--- config.mk ---
export PLATFORM = sky130hd
export DESIGN_NAME = usb1_ctrl_host
export DESIGN_NICKNAME = d
export VERILOG_FILES = /design/src/rtl/usb1_ctrl_host.sv
export SDC_FILE = /design/constraint.sdc
export NUM_CORES = 1
export LEC_CHECK = 0
export BUFFER_PORTS_ARGS = -buffer_cell sky130_fd_sc_hd__buf_4
export CORE_AREA = 2 2 133 135
export DETAILED_ROUTE_END_ITERATION = 8
export DIE_AREA = 0 0 135 137
export PLACE_DENSITY = 0.51
export SETUP_SLACK_MARGIN = 0.05
export SLEW_MARGIN = 20
export SYNTH_ARGS = -nofsm -noshare
export SYNTH_HDL_FRONTEND = slang
export SYNTH_SLANG_ARGS = --single-unit
--- constraint.sdc ---
create_clock -name clk -period 4.1 [get_ports clk]
set_input_delay 0.82 -clock clk [delete_from_list [all_inputs] [get_ports clk]]
set_output_delay 0.82 -clock clk [all_outputs]
set_load 0.02 [all_outputs]
--- src/rtl/usb1_ctrl_host.sv ---
// USB 1.1 control-transfer host sequencer: SETUP, optional IN/OUT data stage, status handshake.
// Optional per-stage watchdog enabled by defining USB1_CTRL_HOST_TIMEOUT_EN.
module usb1_ctrl_host #(
  parameter int MAX_PKT    = 8,
  parameter int TMO_CYCLES = 4096
) (
  input  logic        clk,
  input  logic        rst,
  input  logic        req_valid,
  output logic        req_ready,
  input  logic [7:0]  bmRequestType,
  input  logic [7:0]  bRequest,
  input  logic [15:0] wValue,
  input  logic [15:0] wIndex,
  input  logic [15:0] wLength,
  output logic        ctrl_setup,
  output logic        ctrl_in,
  output logic        ctrl_out,
  output logic [7:0]  tx_data,
  output logic        tx_we,
  input  logic        tx_full,
  input  logic [7:0]  rx_data,
  input  logic        rx_empty,
  output logic        rx_re,
  input  logic        dev_ack,
  input  logic        dev_stall,
  input  logic [7:0]  wr_data,
  output logic        wr_re,
  output logic [7:0]  rd_data,
  output logic        rd_valid,
  output logic        done,
  output logic [1:0]  status
);

  typedef enum logic [3:0] {
    IDLE, SETUP_TOK, SETUP_DAT, DIN_TOK, DIN_DAT,
    DOUT_TOK, DOUT_DAT, STAT_TOK, STAT_WAIT, FIN
  } state_t;

  localparam logic [15:0] MAX_PKT16 = 16'(MAX_PKT);

  state_t      state, state_nx;
  logic [7:0]  bm_q, breq_q;
  logic [15:0] wval_q, widx_q, wlen_q;
  logic [2:0]  idx;
  logic [15:0] rem;
  logic [6:0]  pkt_left;
  logic [7:0]  setup_byte;
  logic        dir_in;
  logic        stall_hit;
  logic        tmo_hit;
  logic        accept;

  assign accept = req_valid && req_ready;
  // Status stage direction depends on whether an IN data stage actually ran.
  assign dir_in = bm_q[7] && (wlen_q != 16'd0);

  always_comb begin
    setup_byte = 8'h00;
    case (idx)
      3'd0: setup_byte = bm_q;
      3'd1: setup_byte = breq_q;
      3'd2: setup_byte = wval_q[7:0];
      3'd3: setup_byte = wval_q[15:8];
      3'd4: setup_byte = widx_q[7:0];
      3'd5: setup_byte = widx_q[15:8];
      3'd6: setup_byte = wlen_q[7:0];
      3'd7: setup_byte = wlen_q[15:8];
      default: setup_byte = 8'h00;
    endcase
  end

`ifdef USB1_CTRL_HOST_TIMEOUT_EN
  localparam int TW = $clog2(TMO_CYCLES + 1);
  logic [TW-1:0] tmo_cnt;
  logic          tmo_en;

  assign tmo_en  = (state == SETUP_DAT) || (state == DIN_DAT) ||
                   (state == DOUT_DAT)  || (state == STAT_WAIT);
  assign tmo_hit = tmo_en && (tmo_cnt == TW'(TMO_CYCLES - 1));

  always_ff @(posedge clk) begin
    if (rst)                   tmo_cnt <= '0;
    else if (state_nx != state) tmo_cnt <= '0;
    else if (tmo_en)           tmo_cnt <= tmo_cnt + 1'b1;
  end
`else
  // Watchdog absent: this term is constant false for any legal TMO_CYCLES.
  assign tmo_hit = (TMO_CYCLES < 0);
`endif

  always_comb begin
    state_nx   = state;
    req_ready  = 1'b0;
    ctrl_setup = 1'b0;
    ctrl_in    = 1'b0;
    ctrl_out   = 1'b0;
    tx_we      = 1'b0;
    tx_data    = 8'h00;
    rx_re      = 1'b0;
    wr_re      = 1'b0;
    done       = 1'b0;
    stall_hit  = 1'b0;
    case (state)
      IDLE: begin
        req_ready = 1'b1;
        if (req_valid) state_nx = SETUP_TOK;
      end
      SETUP_TOK: begin
        ctrl_setup = 1'b1;
        state_nx   = SETUP_DAT;
      end
      SETUP_DAT: begin
        tx_data = setup_byte;
        if (!tx_full) begin
          tx_we = 1'b1;
          if (idx == 3'd7) begin
            if (wlen_q == 16'd0) state_nx = STAT_TOK;
            else if (bm_q[7])    state_nx = DIN_TOK;
            else                 state_nx = DOUT_TOK;
          end
        end
      end
      DIN_TOK: begin
        ctrl_in  = 1'b1;
        state_nx = DIN_DAT;
      end
      DIN_DAT: begin
        if (!rx_empty) begin
          rx_re = 1'b1;
          if (pkt_left == 7'd1) state_nx = (rem == 16'd1) ? STAT_TOK : DIN_TOK;
        end
      end
      DOUT_TOK: begin
        ctrl_out = 1'b1;
        state_nx = DOUT_DAT;
      end
      DOUT_DAT: begin
        if (!tx_full) begin
          wr_re   = 1'b1;
          tx_we   = 1'b1;
          tx_data = wr_data;
          if (pkt_left == 7'd1) state_nx = (rem == 16'd1) ? STAT_TOK : DOUT_TOK;
        end
      end
      STAT_TOK: begin
        if (dir_in) ctrl_out = 1'b1;
        else        ctrl_in  = 1'b1;
        state_nx = STAT_WAIT;
      end
      STAT_WAIT: begin
        if (dev_ack) state_nx = FIN;
      end
      FIN: begin
        done     = 1'b1;
        state_nx = IDLE;
      end
      default: state_nx = IDLE;
    endcase

    if (tmo_hit) begin
      state_nx = FIN;
      tx_we    = 1'b0;
      rx_re    = 1'b0;
      wr_re    = 1'b0;
      tx_data  = 8'h00;
    end
    // A stall overrides everything, including a byte move in the same cycle.
    if (dev_stall && (state != IDLE) && (state != FIN)) begin
      stall_hit = 1'b1;
      state_nx  = FIN;
      tx_we     = 1'b0;
      rx_re     = 1'b0;
      wr_re     = 1'b0;
      tx_data   = 8'h00;
    end
  end

  always_ff @(posedge clk) begin
    if (rst) begin
      state    <= IDLE;
      bm_q     <= 8'h00;
      breq_q   <= 8'h00;
      wval_q   <= 16'h0000;
      widx_q   <= 16'h0000;
      wlen_q   <= 16'h0000;
      idx      <= 3'd0;
      rem      <= 16'd0;
      pkt_left <= 7'd0;
      status   <= 2'b00;
      rd_data  <= 8'h00;
      rd_valid <= 1'b0;
    end else begin
      state    <= state_nx;
      rd_valid <= rx_re;
      if (rx_re) rd_data <= rx_data;

      if (accept) begin
        bm_q   <= bmRequestType;
        breq_q <= bRequest;
        wval_q <= wValue;
        widx_q <= wIndex;
        wlen_q <= wLength;
        rem    <= wLength;
        idx    <= 3'd0;
        status <= 2'b00;
      end

      if ((state == SETUP_DAT) && tx_we) idx <= idx + 3'd1;

      if ((state == DIN_TOK) || (state == DOUT_TOK))
        pkt_left <= (rem < MAX_PKT16) ? rem[6:0] : MAX_PKT16[6:0];
      else if (rx_re || wr_re)
        pkt_left <= pkt_left - 7'd1;

      if (rx_re || wr_re) rem <= rem - 16'd1;

      if ((state_nx == FIN) && (state != FIN)) begin
        if (stall_hit)    status <= 2'b01;
        else if (tmo_hit) status <= 2'b10;
        else              status <= 2'b00;
      end
    end
  end

endmodule

==> metrics.txt, run 1 <==
outcome=finished, final reports clean; site row count=48; Die X=135 um; sequential fraction of the synthesis area=0.4150; switching power=1.176 mW; Setup Buffers After CTS=0; flop2flop setup slack=1510 ps; Leak=2.455 nW; first-pass GRT wire length=23.99 mm; max_cap viols=0; DIE AREA=0.01850 mm2; DRT iter0 DRCs=370; FF+latch count, synth=104; Arrival @ worst endpoint=2900 ps; Most used DFF post-synth=dfxtp_1; synth top area cells=dfxtp_1 (41%), nand2_1 (12%), a21oi_1 (7.4%), ha_1 (2.5%), clkbuf_1 (2.4%); yosys warns=0; Critical R2R Capture=idx[0]$_SDFFE_PP0P_; crit path max fanout=18; Pins Over Slew Limit=0; Setup Skew=7.289 ps; FF-to-FF path depth=6; # DRC=0; dpl hpwl=11.48 mm; Total Nets Final=808; Mapped Cells=632; Slew @ Worst Pin=1046 ps; post_cts resized=0; final period utilization=0.9064; core area=0.01706 mm2; Total Routing Usage GR=0.1661; maximum VDD drop=0.4364 mV; CTS tree=built; cell accounting for the most synthesized area=dfxtp_1; Synth-to-Final Area Change=25.76%; number of antenna diodes=0; Switching Fraction=0.3537; worst reg2reg startpoint=state[3]$_SDFF_PP0_; Setup violations, final=0; share of cells above drive strength 1=0.2123; unrepaired setup endpoints after global routing=no; die extent in y=137 um; most common cell after layout, fill and taps aside=nand2_1; commonest cells after routing, fill and taps aside=nand2_1 (161), buf_4 (116), dfxtp_1 (104); I/O Buffers=112; Pwr Density=526.8 mW/mm2; Mean Syn Cell Area=7.939 um2; post-synthesis instance area=0.005017 mm2; Post-DP Area=0.005958 mm2; vias per cell=5.156; Post-synth EDFFs=0; TritonRoute pass-1 iters=7; initial antenna violation count=0; Detail Route Antenna Nets=0; Setup CP Type=flop to primary output; crit path time final=3716 ps; Hold EP=bm_q[6]$_SDFFE_PP0P_; fmax=0.2691 GHz; H-tree depth=3; Fillers=1802; gpl congestion=0.8455; grt total ovfl=0; Gate power share=0.281; CP Launch Type=flop; Reg power frac=0.415; Clock Sinks=104; drt total wl=15.35 mm; Synth top area share=0.4150; Routed WL per cell=16.32 um; vias in the first global route=4667; Clock Latency Late Sink=360 ps; P_int=2.148 mW; CP required=3280 ps; Synth async-reset ratio=0; Cell variety after synth=65; CTS clk-pin slew, worst paths=70 ps; Final Cell Area=0.006310 mm2; clk buf depth=2; Initial Util=0.2942; post-route setup TNS=0 ps; Clock Tree Root=clkbuf_16; CTS hold repair buffers=0; largest net degree at the start of global routing=53; Worst Hold Depth=2; Crit. End Element=primary output; IO Count=114; routed vias=4852; endpoints failing hold=0; Clk network pwr share=0.304; Slew Limit Headroom=0.3001; post-synthesis net count=729; CTS Buf Count=9; min-delay worst type=flop to flop; hold_sp=bm_q[6]$_SDFFE_PP0P_
-- worst max-delay path, cell delays in order, from the launching register on --
cell      delay (ps)
dfxtp_1          660
inv_1            120
ha_1             330
or4_1            550
a21oi_2          350
a211oi_1         170
o21ai_0          180
buf_4            170
-- area by class of cell --
type	instances	area (um2)	area share
well taps	225	281.5	0.04462
flip-flops and latches	104	2082	0.3300
clock buffers	9	225.2	0.03569
clock inverters	7	126.4	0.02003
repair buffers	116	870.8	0.1380
multi-input cells	468	2679	0.4245
inverters	12	45.04	0.007139
-- cell usage after synthesis, types with 3 or more instances --
cell type and instances:
and2_1 3, clkbuf_1 32, inv_1 11, xor2_1 5, nand2_1 162, nand3b_1 3
dfxtp_1 104, a211oi_1 9, mux2i_1 10, nor2b_1 6, a21oi_1 74, nand4_1 4
o211ai_1 12, a222oi_1 7, or4_1 3, o21ai_0 14, buf_4 4, nor2_1 21
nand3_1 20, nor4_1 10, a221oi_1 5, buf_2 10, nor3_1 10, nor4_2 3
o311ai_0 4, ha_1 10, or3_1 12, mux2_2 4, nand2b_1 5, a31oi_1 13
-- power groups by stage --
stage	Combinational, mW	Sequential [mW]	Clock, mW
2_1_floorplan	0.721	1.30	0
3_3_place_gp	0.922	1.39	0
3_5_place_dp	0.941	1.40	0
4_1_cts	0.942	1.38	1.03
5_1_grt	1.05	1.40	1.07
6_report	0.935	1.38	1.01
-- registers in the layout (all words and copies together), names as in the netlist --
register and cells:
rem 16, wlen_q 16, pkt_left 7, status 1
rd_valid 1, bm_q 8, rd_data 8, idx 3
breq_q 8, widx_q 16, state 4, wval_q 16
-- metal layers --
layer,global-route usage,vias up,wire (um)
met5,0,-,0
met1,0.2263,2289,7264
li1,-,2388,-
met4,0.05729,0,283
met3,0.04222,20,972
met2,0.2552,155,6833
-- kinds of logic after synthesis --
family	synth area share
compound gates	0.1913
other cells	0.0007474
xor+xnor	0.01222
fa+ha+maj	0.02494
simple gates	0.2723
flops	0.4150
mux	0.03167
buf+inv	0.05187
-- stage by stage --
step,power [mW],utilization,worst slack (ps),hold WS [ps],std cells
floorplan,2.024,-,523.7,432.9,632
global placement,2.314,0.3493,834.1,444.9,925
detailed placement,2.340,0.3493,795.6,452.9,925
CTS,3.349,0.3699,398.5,462.6,941
global route,3.524,0.3699,158.1,484.4,941
finish,3.324,0.3699,383.8,457.4,941
-- worst max path at each step --
stage	start	to	slack (ps)	depth (start not counted)
after global placement	idx[2]$_SDFFE_PP0P_	tx_data[2]	830	7
after floorplan	idx[2]$_SDFFE_PP0P_	tx_data[2]	520	9
after CTS	idx[2]$_SDFFE_PP0P_	tx_data[1]	400	7
final	idx[2]$_SDFFE_PP0P_	tx_data[0]	380	7
after detailed placement	idx[2]$_SDFFE_PP0P_	tx_data[1]	800	7
after global routing	idx[2]$_SDFFE_PP0P_	tx_data[5]	160	7
No activity file was read; power rests on OpenSTA's default activity.
==> run 2: changes to the inputs <==
--- a/config.mk
+++ b/config.mk
@@ -5,11 +5,13 @@
 export SDC_FILE = /design/constraint.sdc
 export NUM_CORES = 1
 export LEC_CHECK = 0
+export ABC_AREA = 1
 export BUFFER_PORTS_ARGS = -buffer_cell sky130_fd_sc_hd__buf_4
-export CORE_AREA = 2 2 133 135
+export CORE_AREA = 2 2 137 139
+export CTS_CLUSTER_SIZE = 25
 export DETAILED_ROUTE_END_ITERATION = 8
-export DIE_AREA = 0 0 135 137
-export PLACE_DENSITY = 0.51
+export DIE_AREA = 0 0 139 141
+export PLACE_DENSITY = 0.5
 export SETUP_SLACK_MARGIN = 0.05
 export SLEW_MARGIN = 20
 export SYNTH_ARGS = -nofsm -noshare
==> metrics.txt, run 2 <==
Synth-to-Final Area Change=24.18% (was 25.76%); Leak=2.873 nW (was 2.455 nW); outcome=finished, final reports clean (unchanged); CTS Buf Count=9 (unchanged); maximum VDD drop=0.2111 mV (was 0.4364 mV); TritonRoute pass-1 iters=5 (was 7); site row count=50 (was 48); Die X=139 um (was 135 um); DRT iter0 DRCs=425 (was 370); switching power=1.278 mW (was 1.176 mW); vias per cell=4.680 (was 5.156); Clock Tree Root=clkbuf_16 (unchanged); routed vias=5330 (was 4852); post-synthesis instance area=0.005329 mm2 (was 0.005017 mm2); Switching Fraction=0.3922 (was 0.3537); cell accounting for the most synthesized area=dfxtp_1 (unchanged); post_cts resized=0 (unchanged); Routed WL per cell=14.50 um (was 16.32 um); Pwr Density=492.4 mW/mm2 (was 526.8 mW/mm2); Synth async-reset ratio=0 (unchanged); Slew @ Worst Pin=970.6 ps (was 1046 ps); Crit. End Element=primary output (unchanged); post-route setup TNS=0 ps (unchanged); synth top area cells=dfxtp_1 (39%), nand2_1 (17%), a21oi_1 (10%), nor2_1 (6.2%), inv_1 (4.9%) (was dfxtp_1 (41%), nand2_1 (12%), a21oi_1 (7.4%), ha_1 (2.5%), clkbuf_1 (2.4%)); crit path time final=3371 ps (was 3716 ps); Pins Over Slew Limit=0 (unchanged); commonest cells after routing, fill and taps aside=nand2_1 (239), buf_4 (115), a21oi_1 (109) (was nand2_1 (161), buf_4 (116), dfxtp_1 (104)); Critical R2R Capture=rem[8]$_SDFFE_PP0P_ (was idx[0]$_SDFFE_PP0P_); Final Cell Area=0.006618 mm2 (was 0.006310 mm2); Clock Latency Late Sink=360 ps (about the same); FF+latch count, synth=104 (unchanged); DIE AREA=0.01960 mm2 (was 0.01850 mm2); largest net degree at the start of global routing=67 (was 53); core area=0.01827 mm2 (was 0.01706 mm2); most common cell after layout, fill and taps aside=nand2_1 (unchanged); Post-synth EDFFs=0 (unchanged); number of antenna diodes=0 (unchanged); dpl hpwl=12.36 mm (was 11.48 mm); post-synthesis net count=904 (was 729); I/O Buffers=112 (unchanged); Fillers=2014 (was 1802); Gate power share=0.330 (was 0.281); worst reg2reg startpoint=state[1]$_SDFF_PP0_ (was state[3]$_SDFF_PP0_); sequential fraction of the synthesis area=0.3907 (was 0.4150); H-tree depth=3 (unchanged); Setup CP Type=flop to primary output (unchanged); Post-DP Area=0.006322 mm2 (was 0.005958 mm2); Total Routing Usage GR=0.1712 (was 0.1661); min-delay worst type=flop to flop (unchanged); unrepaired setup endpoints after global routing=no (unchanged); Critical Path Sink=tx_data[0] (unchanged); Setup Buffers After CTS=0 (unchanged); Setup Skew=7.392 ps (was 7.289 ps); endpoints failing hold=0 (unchanged); die extent in y=141 um (was 137 um); P_int=1.981 mW (was 2.148 mW); Slew Limit Headroom=0.3490 (was 0.3001); Detail Route Antenna Nets=0 (unchanged); CTS hold repair buffers=0 (unchanged); gpl congestion=0.8562 (was 0.8455); Synth top area share=0.3907 (was 0.4150); Setup violations, final=0 (unchanged); grt total ovfl=0 (unchanged); IO Count=114 (unchanged); Reg power frac=0.399 (was 0.415); top cells by count, synth=nand2_1 (239), a21oi_1 (109), dfxtp_1 (104), nor2_1 (88), inv_1 (69) (was nand2_1 (162), dfxtp_1 (104), a21oi_1 (74), clkbuf_1 (32), nor2_1 (21)); Clk network pwr share=0.271 (was 0.304); CP startpoint=idx[0]$_SDFFE_PP0P_ (was idx[2]$_SDFFE_PP0P_); initial antenna violation count=0 (unchanged); CTS clk-pin slew, worst paths=80 ps (was 70 ps); drt total wl=16.52 mm (was 15.35 mm); # DRC=0 (unchanged); yosys warns=0 (unchanged); max_cap viols=0 (unchanged); Initial Util=0.2917 (was 0.2942); Mapped Cells=807 (was 632); CTS tree=built (unchanged); Cell variety after synth=38 (was 65); Total Nets Final=997 (was 808); Arrival @ worst endpoint=2550 ps (was 2900 ps); CP Launch Type=flop (unchanged); Mean Syn Cell Area=6.603 um2 (was 7.939 um2); flop2flop setup slack=1730 ps (was 1510 ps); FF-to-FF path depth=9 (was 6); first-pass GRT wire length=26.83 mm (was 23.99 mm); vias in the first global route=5190 (was 4667); final period utilization=0.8222 (was 0.9064); CP required=3280 ps (about the same); fmax=0.2966 GHz (was 0.2691 GHz); most frequent cell after synthesis=nand2_1 (unchanged); Most used DFF post-synth=dfxtp_1 (unchanged); share of cells above drive strength 1=0.1702 (was 0.2123); Clock Sinks=104 (unchanged); crit path max fanout=9 (was 18); clk buf depth=2 (unchanged)
==> run 2: logic make-up after synthesis <==
family / count (synthesis) / synth area share
fa+ha+maj: 10 / 0.02348
xor+xnor: 6 / 0.009861
compound gates: 168 / 0.1639
flops: 104 / 0.3907
simple gates: 409 / 0.3245
buf+inv: 109 / 0.08688
other cells: 1 / 0.0007037
==> run 2: worst max-delay path, stage by stage (launching register included) <==
cell	delay, ps
dfxtp_1	380
inv_1	100
ha_1	200
nand2_1	90
clkinv_1	220
nor2_2	400
inv_1	240
o211ai_1	150
nand2_1	90
a21oi_1	150
buf_4	160
==> run 2: final cells by class <==
class | instances | area (um2) | share of cell area
multi-input combinational | 594 | 2796 | 0.4226
sequential | 104 | 2082 | 0.3146
timing repair buffer | 115 | 863.3 | 0.1305
tap | 234 | 292.8 | 0.04424
inverter | 76 | 287.8 | 0.04349
clock buffer | 9 | 225.2 | 0.03403
clock inverter | 7 | 70.07 | 0.01059
==> run 2: worst min-delay path by stage <==
stage	start	end	slack, ps	cells after the start
detailed placement	wval_q[7]$_SDFFE_PP0P_	wval_q[7]$_SDFFE_PP0P_	450	2
global route	wval_q[7]$_SDFFE_PP0P_	wval_q[7]$_SDFFE_PP0P_	480	2
floorplan	widx_q[7]$_SDFFE_PP0P_	widx_q[7]$_SDFFE_PP0P_	420	2
global placement	wval_q[6]$_SDFFE_PP0P_	wval_q[6]$_SDFFE_PP0P_	450	2
CTS	wval_q[6]$_SDFFE_PP0P_	wval_q[6]$_SDFFE_PP0P_	460	2
finish	wval_q[6]$_SDFFE_PP0P_	wval_q[6]$_SDFFE_PP0P_	460	2
==> run 2: through the flow <==
| step | hold slack, ps | setup slack (ps) | cells | util | power, mW |
|---|---|---|---|---|---|
| finish | 459.3 | 728.8 | 1139 | 0.3623 | 3.258 |
| global route | 480.6 | 455.9 | 1139 | 0.3623 | 3.510 |
| CTS | 460.5 | 746.9 | 1139 | 0.3623 | 3.292 |
| detailed placement | 448.3 | 1145 | 1123 | 0.3461 | 2.404 |
| global placement | 445.9 | 1195 | 1123 | 0.3461 | 2.403 |
| floorplan | 424.5 | 1344 | 807 | - | 2.072 |
==> run 2: power by group through the flow <==
| stage | clock [mW] | combinational (mW) | sequential (mW) |
|---|---|---|---|
| 5_1_grt | 0.955 | 1.23 | 1.32 |
| 3_3_place_gp | 0 | 1.08 | 1.32 |
| 2_1_floorplan | 0 | 0.785 | 1.29 |
| 4_1_cts | 0.904 | 1.09 | 1.30 |
| 3_5_place_dp | 0 | 1.08 | 1.32 |
| 6_report | 0.883 | 1.08 | 1.30 |
==> run 2: per-layer routing <==
| metal | vias to the layer above | track usage | share of wire |
|---|---|---|---|
| met5 | - | 0 | 0 |
| met4 | 0 | 0.06699 | 0.026 |
| met3 | 27 | 0.02853 | 0.041 |
| met2 | 113 | 0.2893 | 0.48 |
| met1 | 2398 | 0.2191 | 0.45 |
| li1 | 2792 | - | - |
